--- config.mk ---
export PLATFORM = sky130hd
export DESIGN_NAME = byte_stream_tx_arbiter
export DESIGN_NICKNAME = d
export VERILOG_FILES = /design/src/rtl/byte_stream_tx_arbiter_pkg.sv /design/src/rtl/byte_stream_out_slot.sv /design/src/rtl/byte_stream_tx_arbiter.sv
export SDC_FILE = /design/constraint.sdc
export NUM_CORES = 1
export LEC_CHECK = 0
export CORE_MARGIN = 5
export CORE_UTILIZATION = 40
export DETAILED_ROUTE_END_ITERATION = 8
export PLACE_DENSITY = 0.71
export RECOVER_POWER = 100
export SETUP_SLACK_MARGIN = 0.5
export SLEW_MARGIN = 30
export SYNTH_ARGS = -nofsm -noshare
export SYNTH_HDL_FRONTEND = slang
export SYNTH_HIERARCHICAL = 1
export SYNTH_SLANG_ARGS = --single-unit
--- constraint.sdc ---
create_clock -name clk_clk -period 2.05 [get_ports clk_clk]
set_input_delay 0.41 -clock clk_clk [delete_from_list [all_inputs] [get_ports clk_clk]]
set_output_delay 0.41 -clock clk_clk [all_outputs]
set_load 0.01 [all_outputs]
--- src/rtl/byte_stream_tx_arbiter_pkg.sv ---
// -----------------------------------------------------------------------------
// byte_stream_tx_arbiter_pkg
//   Shared definitions for the two-channel byte-stream transmit arbiter:
//   the arbiter FSM state encoding and the default channel header bytes.
// -----------------------------------------------------------------------------
package byte_stream_tx_arbiter_pkg;

    // Arbiter FSM states.
    //   ST_IDLE    : no owner, waiting for any source to present a byte
    //   ST_HDR     : owner chosen, waiting for the slot to take the header byte
    //   ST_PAYLOAD : forwarding payload bytes from the owner
    typedef enum logic [1:0] {
        ST_IDLE    = 2'd0,
        ST_HDR     = 2'd1,
        ST_PAYLOAD = 2'd2
    } arb_state_t;

    // Header bytes emitted ahead of each packet.
    localparam logic [7:0] DEF_CH0_ID = 8'hA0;
    localparam logic [7:0] DEF_CH1_ID = 8'hA1;

endpackage

--- src/rtl/byte_stream_out_slot.sv ---
// -----------------------------------------------------------------------------
// byte_stream_out_slot
//   Single-entry registered output stage of the merged byte stream.
//
//   Handshake: a byte moves across an interface on a rising edge where
//   valid && ready are both high. Once valid is raised, valid and data are
//   held unchanged until that transfer happens. Ready may depend
//   combinationally on the other side's signals.
//
// Ports
//   clk        in   clock, rising edge
//   rst_n      in   asynchronous active-low reset (empties the slot)
//   load       in   write load_data into the slot this cycle (only when slot_free)
//   load_data  in   byte to store
//   out_ready  in   downstream accepts the current byte
//   out_valid  out  slot holds a byte
//   out_data   out  byte held in the slot
//   slot_free  out  slot is empty or its byte leaves this cycle
// -----------------------------------------------------------------------------
module byte_stream_out_slot (
    input  logic       clk,
    input  logic       rst_n,
    input  logic       load,
    input  logic [7:0] load_data,
    input  logic       out_ready,
    output logic       out_valid,
    output logic [7:0] out_data,
    output logic       slot_free
);

    // A full slot frees up in the same cycle its byte is taken, so a new
    // byte can follow back-to-back without a bubble.
    assign slot_free = !out_valid || out_ready;

    always_ff @(posedge clk or negedge rst_n) begin
        if (!rst_n) begin
            out_valid <= 1'b0;
            out_data  <= 8'h00;
        end else if (load) begin
            out_valid <= 1'b1;
            out_data  <= load_data;
        end else if (out_ready) begin
            // Byte consumed and nothing new: empty the slot, keep data bits.
            out_valid <= 1'b0;
        end
    end

endmodule

--- src/rtl/byte_stream_tx_arbiter.sv ---
// -----------------------------------------------------------------------------
// byte_stream_tx_arbiter
//   Merges two packetised byte sources into one byte stream. Each packet is
//   sent as a channel header byte followed by the source's payload bytes up
//   to and including the byte flagged last. Ownership is decided per packet,
//   round-robin. Payload longer than MAX_PKT bytes is cut at MAX_PKT; the
//   remainder goes out later as a new packet and err_trunc is flagged.
//
//   Handshake: every byte interface transfers on a rising edge where
//   valid && ready are both high; valid/data hold until the transfer.
//
// Parameters
//   CH0_ID / CH1_ID  header bytes for channel 0 / 1
//   MAX_PKT          payload byte cap per packet, 1..255
//
// Ports
//   clk_clk                 in   clock, rising edge
//   reset_reset_n           in   asynchronous active-low reset
//   s0_valid/data/last      in   channel-0 byte source
//   s0_ready                out  channel-0 byte taken
//   s1_valid/data/last      in   channel-1 byte source
//   s1_ready                out  channel-1 byte taken
//   out_bytes_stream_valid  out  merged stream byte available
//   out_bytes_stream_data   out  merged stream byte
//   out_bytes_stream_ready  in   sink takes the byte
//   grant                   out  one-hot current owner, 00 = none
//   err_trunc               out  sticky truncation flag
//   err_clr                 in   one-cycle clear of err_trunc
//   dbg_state               out  arbiter FSM state
// -----------------------------------------------------------------------------
module byte_stream_tx_arbiter
    import byte_stream_tx_arbiter_pkg::*;
#(
    parameter logic [7:0]  CH0_ID  = DEF_CH0_ID,
    parameter logic [7:0]  CH1_ID  = DEF_CH1_ID,
    parameter int unsigned MAX_PKT = 64
) (
    input  logic       clk_clk,
    input  logic       reset_reset_n,
    input  logic       s0_valid,
    input  logic [7:0] s0_data,
    input  logic       s0_last,
    output logic       s0_ready,
    input  logic       s1_valid,
    input  logic [7:0] s1_data,
    input  logic       s1_last,
    output logic       s1_ready,
    output logic       out_bytes_stream_valid,
    output logic [7:0] out_bytes_stream_data,
    input  logic       out_bytes_stream_ready,
    output logic [1:0] grant,
    output logic       err_trunc,
    input  logic       err_clr,
    output arb_state_t dbg_state
);

    localparam logic [8:0] MAX_CNT = 9'(MAX_PKT);

    arb_state_t state, state_nxt;
    logic [1:0] grant_nxt;
    logic       last_served, last_served_nxt;   // 1 = channel 1 served last
    logic [7:0] cnt, cnt_nxt;
    logic [8:0] cnt_inc;
    logic       cnt_hit;
    logic       trunc_set;

    logic       slot_load;
    logic [7:0] slot_data;
    logic       slot_free;

    logic       sel_valid;
    logic [7:0] sel_data;
    logic       sel_last;
    logic       win1;

    // Source currently owning the output.
    assign sel_valid = grant[1] ? s1_valid : s0_valid;
    assign sel_data  = grant[1] ? s1_data  : s0_data;
    assign sel_last  = grant[1] ? s1_last  : s0_last;

    // Channel 1 wins when it is the only requester, or when both request
    // and channel 0 had the previous packet.
    assign win1 = s1_valid && (!s0_valid || !last_served);

    // Nine-bit increment so a count of 255 cannot wrap before the compare.
    assign cnt_inc = {1'b0, cnt} + 9'd1;
    assign cnt_hit = (cnt_inc == MAX_CNT);

    assign dbg_state = state;

    always_ff @(posedge clk_clk or negedge reset_reset_n) begin
        if (!reset_reset_n) begin
            state       <= ST_IDLE;
            grant       <= 2'b00;
            last_served <= 1'b1;
            cnt         <= 8'h00;
            err_trunc   <= 1'b0;
        end else begin
            state       <= state_nxt;
            grant       <= grant_nxt;
            last_served <= last_served_nxt;
            cnt         <= cnt_nxt;
            // A new truncation outranks a coincident clear.
            if (trunc_set) begin
                err_trunc <= 1'b1;
            end else if (err_clr) begin
                err_trunc <= 1'b0;
            end
        end
    end

    always_comb begin
        state_nxt       = state;
        grant_nxt       = grant;
        last_served_nxt = last_served;
        cnt_nxt         = cnt;
        trunc_set       = 1'b0;
        slot_load       = 1'b0;
        slot_data       = 8'h00;
        s0_ready        = 1'b0;
        s1_ready        = 1'b0;

        case (state)
            ST_IDLE: begin
                if (s0_valid || s1_valid) begin
                    grant_nxt = win1 ? 2'b10 : 2'b01;
                    state_nxt = ST_HDR;
                end
            end

            ST_HDR: begin
                if (slot_free) begin
                    slot_load = 1'b1;
                    slot_data = grant[1] ? CH1_ID : CH0_ID;
                    cnt_nxt   = 8'h00;
                    state_nxt = ST_PAYLOAD;
                end
            end

            ST_PAYLOAD: begin
                s0_ready = grant[0] && slot_free;
                s1_ready = grant[1] && slot_free;
                if (sel_valid && slot_free) begin
                    slot_load = 1'b1;
                    slot_data = sel_data;
                    cnt_nxt   = cnt_inc[7:0];
                    // Packet ends on last, or is cut at the cap. last on
                    // exactly the cap-th byte is a normal end.
                    if (sel_last || cnt_hit) begin
                        grant_nxt       = 2'b00;
                        last_served_nxt = grant[1];
                        state_nxt       = ST_IDLE;
                        trunc_set       = !sel_last;
                    end
                end
            end

            default: begin
                state_nxt = ST_IDLE;
                grant_nxt = 2'b00;
            end
        endcase
    end

    byte_stream_out_slot u_out_slot (
        .clk       (clk_clk),
        .rst_n     (reset_reset_n),
        .load      (slot_load),
        .load_data (slot_data),
        .out_ready (out_bytes_stream_ready),
        .out_valid (out_bytes_stream_valid),
        .out_data  (out_bytes_stream_data),
        .slot_free (slot_free)
    );

endmodule

==> results of run 1 <==
cell usage after synthesis (2+ instances only):
master      n  area, um2
nand2_1    14       52.6
xnor2_1     2       17.5
mux2_4      9        135
o211ai_1    3       22.5
nand2b_1    2       12.5
and2_1      2       12.5
a21boi_0    2       15.0
and3_1      2       12.5
inv_1       8       30.0
ha_1        5       62.6
nand3_1     3       15.0
o31ai_1     2       15.0
nor2_1     11       41.3
nand4_1     3       18.8
dfrtp_1    22        551
a2bb2oi_1   2       17.5
buf_2       3       15.0
o21ai_0    14       70.1
a21oi_1     4       20.0
mux2i_1    10        100
timing repair:
item                       in CTS  in global routing
setup endpoints to repair      39                 21
gates resized for setup        42                 31
hold endpoints to repair        0                  0
pin swaps                       4                  6
buffers inserted                6                  3
worst max-delay path, delay by kind of cell (launching register included):
family | cells | cell delay, ns
muxes | 1 | 0.30
and+or+nand+nor | 1 | 0.49
DFF | 1 | 0.43
AOI/OAI and AO/OA | 2 | 0.38
buffers and inverters | 1 | 0.20
adders and majority gates | 1 | 0.18
state kept, by name, summed over array words and instances, names as in the netlist:
| signal | count |
|---|---|
| cnt | 8 |
| u_out_slot/out_data | 8 |
| dbg_state | 2 |
| grant | 2 |
| err_trunc | 1 |
| last_served | 1 |
| u_out_slot/out_valid | 1 |
cells by family after synthesis:
logic type	count (synthesis)	share of synthesized area
AO/OA/AOI/OAI	37	0.185
XOR/XNOR	2	0.0120
adder cells (fa/ha/maj)	5	0.0430
buffers and inverters	13	0.0413
flip-flops	23	0.396
multiplexers	20	0.169
AND/OR/NAND/NOR	44	0.153
routing by layer:
| layer | vias up | global-route usage |
|---|---|---|
| met2 | 45 | 0.292 |
| met1 | 654 | 0.196 |
| met5 | - | 0 |
| li1 | 668 | - |
| met4 | 0 | 0.0553 |
| met3 | 6 | 0.0403 |
path summary, 6_finish.rpt:
kind	from	end	slack, ns	cells after the start
worst max-delay path	cnt[1]	grant[0]	-0.04	6
min in group asynchronous	reset_reset_n	cnt[6]	0.87	2
worst max register to register	cnt[1]	grant[0]	-0.04	6
worst min register to register	cnt[7]	cnt[7]	0.52	1
max in group asynchronous	reset_reset_n	grant[1]	0.35	2
worst min-delay path	cnt[7]	cnt[7]	0.52	1
placed cells by master (no fill, tap or decap), types with 2 or more instances in the layout:
| cell | instances |
|---|---|
| buf_6 | 4 |
| a21oi_1 | 3 |
| xnor2_1 | 2 |
| a2bb2oi_1 | 2 |
| o21ai_1 | 3 |
| nor2_1 | 10 |
| nand4_1 | 3 |
| buf_4 | 22 |
| mux2i_1 | 9 |
| inv_1 | 8 |
| nand2_2 | 5 |
| nand2_1 | 9 |
| o21ai_0 | 11 |
| a21boi_1 | 2 |
| mux2_4 | 9 |
| o211ai_1 | 3 |
| nand3_1 | 3 |
| clkbuf_1 | 8 |
| clkbuf_4 | 3 |
| dlygate4sd2_1 | 16 |
| clkbuf_2 | 2 |
| dfrtp_1 | 21 |
| clkdlybuf4s50_1 | 19 |
| ha_1 | 3 |
| o31ai_2 | 2 |
cell type report:
class                   instances  share of cell area
multi-input cells             108               0.419
repair buffers                 71               0.266
flip-flops and latches         23               0.262
inverters                       8              0.0136
clock buffers                   4              0.0119
well taps                      48              0.0272
power groups by stage:
stage	logic, mW	registers (mW)	clock network [mW]
5_1_grt	1.62	0.710	0.247
4_1_cts	1.52	0.691	0.223
3_5_place_dp	1.43	0.699	0
6_report	1.50	0.692	0.224
2_1_floorplan	0.773	0.732	0
3_3_place_gp	1.38	0.698	0
==> summary.txt, run 1 <==
Outcome
  • Status: finished with violations
  • Failing checks: negative setup slack

Placement
  • HPWL Detailed: between 3000 and 4000 um
  • Placed Cells: ~250
  • Place WS: -0.177 ns
  • DP Area: just over 2000 um2
  • GP Congestion: approximately 0.94
  • Port-buffer cells: 39

Synthesis
  • Cell count after synthesis: 144
  • Synth Flop Type: dfrtp_1
  • Synthesized area per cell: 10.1 um2
  • Library cells used by synthesis: 41
  • Sequential area share after synthesis: 0.396
  • Mapped cell area: roughly 1500 um2
  • Mapped Nets: ~170
  • EDFF count, synth: 0
  • YS warnings: 6
  • Async set-reset flop share out of synthesis: 1.00
  • Seq cells post-synth: 23

Floorplan
  • Die height: between 70 and 80 um
  • Core area: roughly 3600 um2
  • I/O Pins: 40
  • Starting Density: 0.407
  • Core Rows: 22
  • Die area: roughly 5000 um2
  • Die width: about 70 um

Routing
  • Top Metal Used: met4
  • DR WL met3: between 200 and 300 um
  • ANT nets after route: 0
  • 1st-iter DRT viols: between 70 and 80
  • DR vias: 1373
  • Metal2 WL: about 2200 um
  • M1 WL: around 1700 um
  • Drc violations: 0
  • DRT Wirelength: 4240 um
  • Vias per cell: 5.24
  • First-pass iteration count of the detailed router: 4
  • Routed wire length per instance: 16.2 um

Power
  • Worst vdd ir: 660 uV
  • Switching Power: slightly below 1 mW
  • Reg power frac: 0.286
  • Combinational power share: 0.621
  • Leakage: roughly 1.0 nW
  • Final Power: about 2.4 mW
  • Share of total power in the clock network: 0.093
  • Cell-internal power: between 1 and 1.5 mW
  • Pwr Density: around 1100 nW/um2
  • Switch share: 0.402

Layout
  • FILL cells: 328
  • Multi-input logic area: slightly above 900 um2
  • Synthesis-to-finish area growth: 51.6%
  • Fin util: 0.616
  • Final Non-Filler Cells: 262
  • Post-Layout Inst Area: approximately 2200 um2
  • FF/Latch Area: between 500 and 600 um2
  • Antenna diode count: 0
  • Layout cells sized above 1: 0.308
  • Fin nets: 244

Global routing
  • Maximum number of pins on one net before global-route repair: 24
  • Initial antenna violation count: 0
  • Vias in the first global route: 1430
  • Total Routing Usage GR: 0.166
  • First-pass GRT wire length: 6660 um
  • GR Overflow Total: 0

Timing
  • Max Fclk: 478 MHz
  • Least-Margin Pin Slew: 1.28 ns
  • Slew Limit Fails: 0
  • Worst Setup Slack, final: -0.0436 ns
  • Final Hold Slack: around 0.52 ns
  • Final hold vios: 0
  • Setup_tns: -0.100 ns
  • Normalized max-slew margin: 0.146
  • # setup viols final: 4
  • RSZ-0062 raised after global routing: true
  • Min Tclk post-route: roughly 2.1 ns
  • Final Cycle Share: 1.02
  • Fin Clk Skew: about 0.00068 ns

CTS
  • Root Driver: clkbuf_4
  • CTS Buf Count: 3
  • Deepest clock path buffer count: 2
  • Hold-fix buffers, CTS: 0
  • H-tree level count: 1
  • Worst skew pair latency: around 0.32 ns
  • CTS tree: done
  • Clk slew on worst S/H paths: between 0.1 and 0.15 ns
  • Sink Count: 23

Worst setup path
  • Crit-path cells: ha_4, or4b_4, a2111oi_4, buf_4, o211ai_4, mux2_4
  • CP arrival: roughly 2.3 ns
  • Critical path class: register to register
  • CP max stage delay: between 0.4 and 0.5 ns
  • Slowest stage cell, crit path: or4b_4
  • Startpoint Class: register
  • Worst setup EP type: register
  • WP data required: 2.27 ns
  • Crit-path max FO: 4

Flow run
  • Max-cap violations: 0

Worst hold path
  • Hold Crit Class: register to register
No activity file was read; power rests on OpenSTA's default activity.
==> run 2, diff against run 1 <==
Settings changed: SKIP_CTS_REPAIR_TIMING set to 1.
==> summary.txt, run 2 (synthesis gave the netlist of run 1 again) <==
Global routing
  • Initial antenna violation count: 0 (unchanged)
  • Vias in the first global route: 1376 (-3.8%)
  • Total Routing Usage GR: 0.162 (-0.00449)
  • GR Overflow Total: 0 (unchanged)
  • Maximum number of pins on one net before global-route repair: 24 (unchanged)
  • First-pass GRT wire length: 6450 um (-3.1%)

CTS
  • Sink Count: 23 (unchanged)
  • Deepest clock path buffer count: 2 (unchanged)
  • Root Driver: clkbuf_4
  • Worst skew pair latency: 0.32 ns (about the same)
  • CTS Buf Count: 3 (unchanged)
  • H-tree level count: 1 (unchanged)
  • Clk slew on worst S/H paths: 0.14 ns (about the same)
  • CTS tree: done

Routing
  • First-pass iteration count of the detailed router: 4 (unchanged)
  • 1st-iter DRT viols: 83 (+11%)
  • DRT Wirelength: 4090 um (-3.5%)
  • ANT nets after route: 0 (unchanged)
  • DR vias: 1349 (-1.7%)
  • Routed wire length per instance: 15.7 um (-3.1%)
  • Vias per cell: 5.17 (-1.4%)
  • Drc violations: 0 (unchanged)

Timing
  • Worst Setup Slack, final: -0.0364 ns (+0.00720 ns)
  • Final Cycle Share: 1.02 (-0.00351)
  • Min Tclk post-route: 2.09 ns (-0.00720 ns)
  • Slew Limit Fails: 0 (unchanged)
  • Final hold vios: 0 (unchanged)
  • RSZ-0062 raised after global routing: true
  • Fin Clk Skew: 0.00363 ns (+0.00295 ns)
  • Max Fclk: 479 MHz (+0.35%)
  • # setup viols final: 4 (unchanged)
  • Final Hold Slack: 0.525 ns (+0.000907 ns)
  • Setup_tns: -0.0714 ns (+0.0287 ns)
  • Normalized max-slew margin: 0.139 (-0.00648)
  • Least-Margin Pin Slew: 1.29 ns (+0.00972 ns)

Placement
  • GP Congestion: 0.944 (unchanged)
  • Port-buffer cells: 39 (unchanged)
  • Place WS: -0.177 ns (unchanged)
  • HPWL Detailed: 3030 um (unchanged)

Floorplan
  • Core area: 3580 um2 (unchanged)
  • Die width: 70.3 um (unchanged)
  • Starting Density: 0.407 (unchanged)
  • Die height: 70.3 um (unchanged)
  • I/O Pins: 40 (unchanged)
  • Die area: 4940 um2 (unchanged)
  • Core Rows: 22 (unchanged)

Power
  • Reg power frac: 0.288 (+0.002)
  • Switch share: 0.388 (-0.0145)
  • Share of total power in the clock network: 0.092 (about the same)
  • Combinational power share: 0.619 (-0.002)
  • Pwr Density: 1110 nW/um2 (+1.4%)
  • Switching Power: 0.945 mW (-2.7%)
  • Leakage: 0.948 nW (-5.6%)
  • Worst vdd ir: 646 uV (-2.1%)
  • Cell-internal power: 1.49 mW (+3.4%)

Layout
  • Fin nets: 243 (-0.41%)
  • Regs by FF count: cnt (8), u_out_slot/out_data (8)
  • Layout cells sized above 1: 0.272 (-0.0361)
  • Most frequent cells in the layout: buf_4 (27), dfrtp_1 (22), clkdlybuf4s50_1 (22), o21ai_0 (13), clkdlybuf4s25_1 (13)
  • Antenna diode count: 0 (unchanged)
  • Most common cell after layout, fill and taps aside: buf_4
  • Synthesis-to-finish area growth: 50.9%

Worst setup path
  • WP data required: 2.28 ns (about the same)
  • CP arrival: 2.31 ns (about the same)
  • Critical path class: register to register
  • Startpoint Class: register
  • Worst setup EP type: register
  • Crit-path max FO: 4 (unchanged)

Outcome
  • Failing checks: negative setup slack
  • Status: finished with violations

Worst hold path
  • Hold Crit Class: register to register

Flow run
  • Max-cap violations: 0 (unchanged)
==> run 2: metal layers <==
| layer | track usage | vias up | share of wire |
|---|---|---|---|
| met5 | 0 | - | 0 |
| met4 | 0.0489 | 0 | 0.0090 |
| met3 | 0.0417 | 5 | 0.057 |
| met2 | 0.285 | 35 | 0.53 |
| met1 | 0.191 | 651 | 0.41 |
| li1 | - | 658 | - |
==> run 2: layout make-up <==
cell class / instances / area, um2
Timing Repair Buffer: 70 / 622
Tap cell: 48 / 60.1
Fill cell: 335 / 1380
Clock buffer: 4 / 26.3
Sequential cell: 23 / 577
Multi-Input combinational cell: 108 / 881
Inverter: 8 / 30.0
==> run 2: worst max-delay path, stage by stage, from the launching register on <==
cell and delay [ns]:
dfrtp_1 0.43, ha_4 0.18, or4b_4 0.49, a2111oi_4 0.29, buf_4 0.20, o211ai_4 0.09
mux2_4 0.30
==> run 2: power groups by stage <==
| stage | Clock [mW] | Combinational [mW] | Sequential [mW] |
|---|---|---|---|
| floorplan | 0 | 0.773 | 0.732 |
| global placement | 0 | 1.38 | 0.698 |
| detailed placement | 0 | 1.43 | 0.699 |
| CTS | 0.223 | 1.43 | 0.698 |
| global route | 0.247 | 1.63 | 0.722 |
| finish | 0.225 | 1.51 | 0.703 |
==> run 2: stage by stage <==
step | area (um2) | total power [mW] | cells | util
after floorplan | 1490 | 1.51 | 144 | -
after global placement | 2070 | 2.08 | 249 | 0.578
after detailed placement | 2070 | 2.13 | 249 | 0.578
after CTS | 2090 | 2.35 | 253 | 0.585
after global routing | 2200 | 2.60 | 261 | 0.614
final | 2200 | 2.44 | 261 | 0.614
==> run 2: worst paths after layout <==
path                               start         to  slack (ns)  cells after the start
setup / recovery                  cnt[1]   grant[0]       -0.04                      6
hold / removal                    cnt[7]     cnt[7]        0.52                      1
setup reg to reg                  cnt[1]   grant[0]       -0.04                      6
hold reg to reg                   cnt[7]     cnt[7]        0.52                      1
max in group asynchronous  reset_reset_n     cnt[1]        0.43                      2
min in group asynchronous  reset_reset_n  err_trunc        0.87                      2
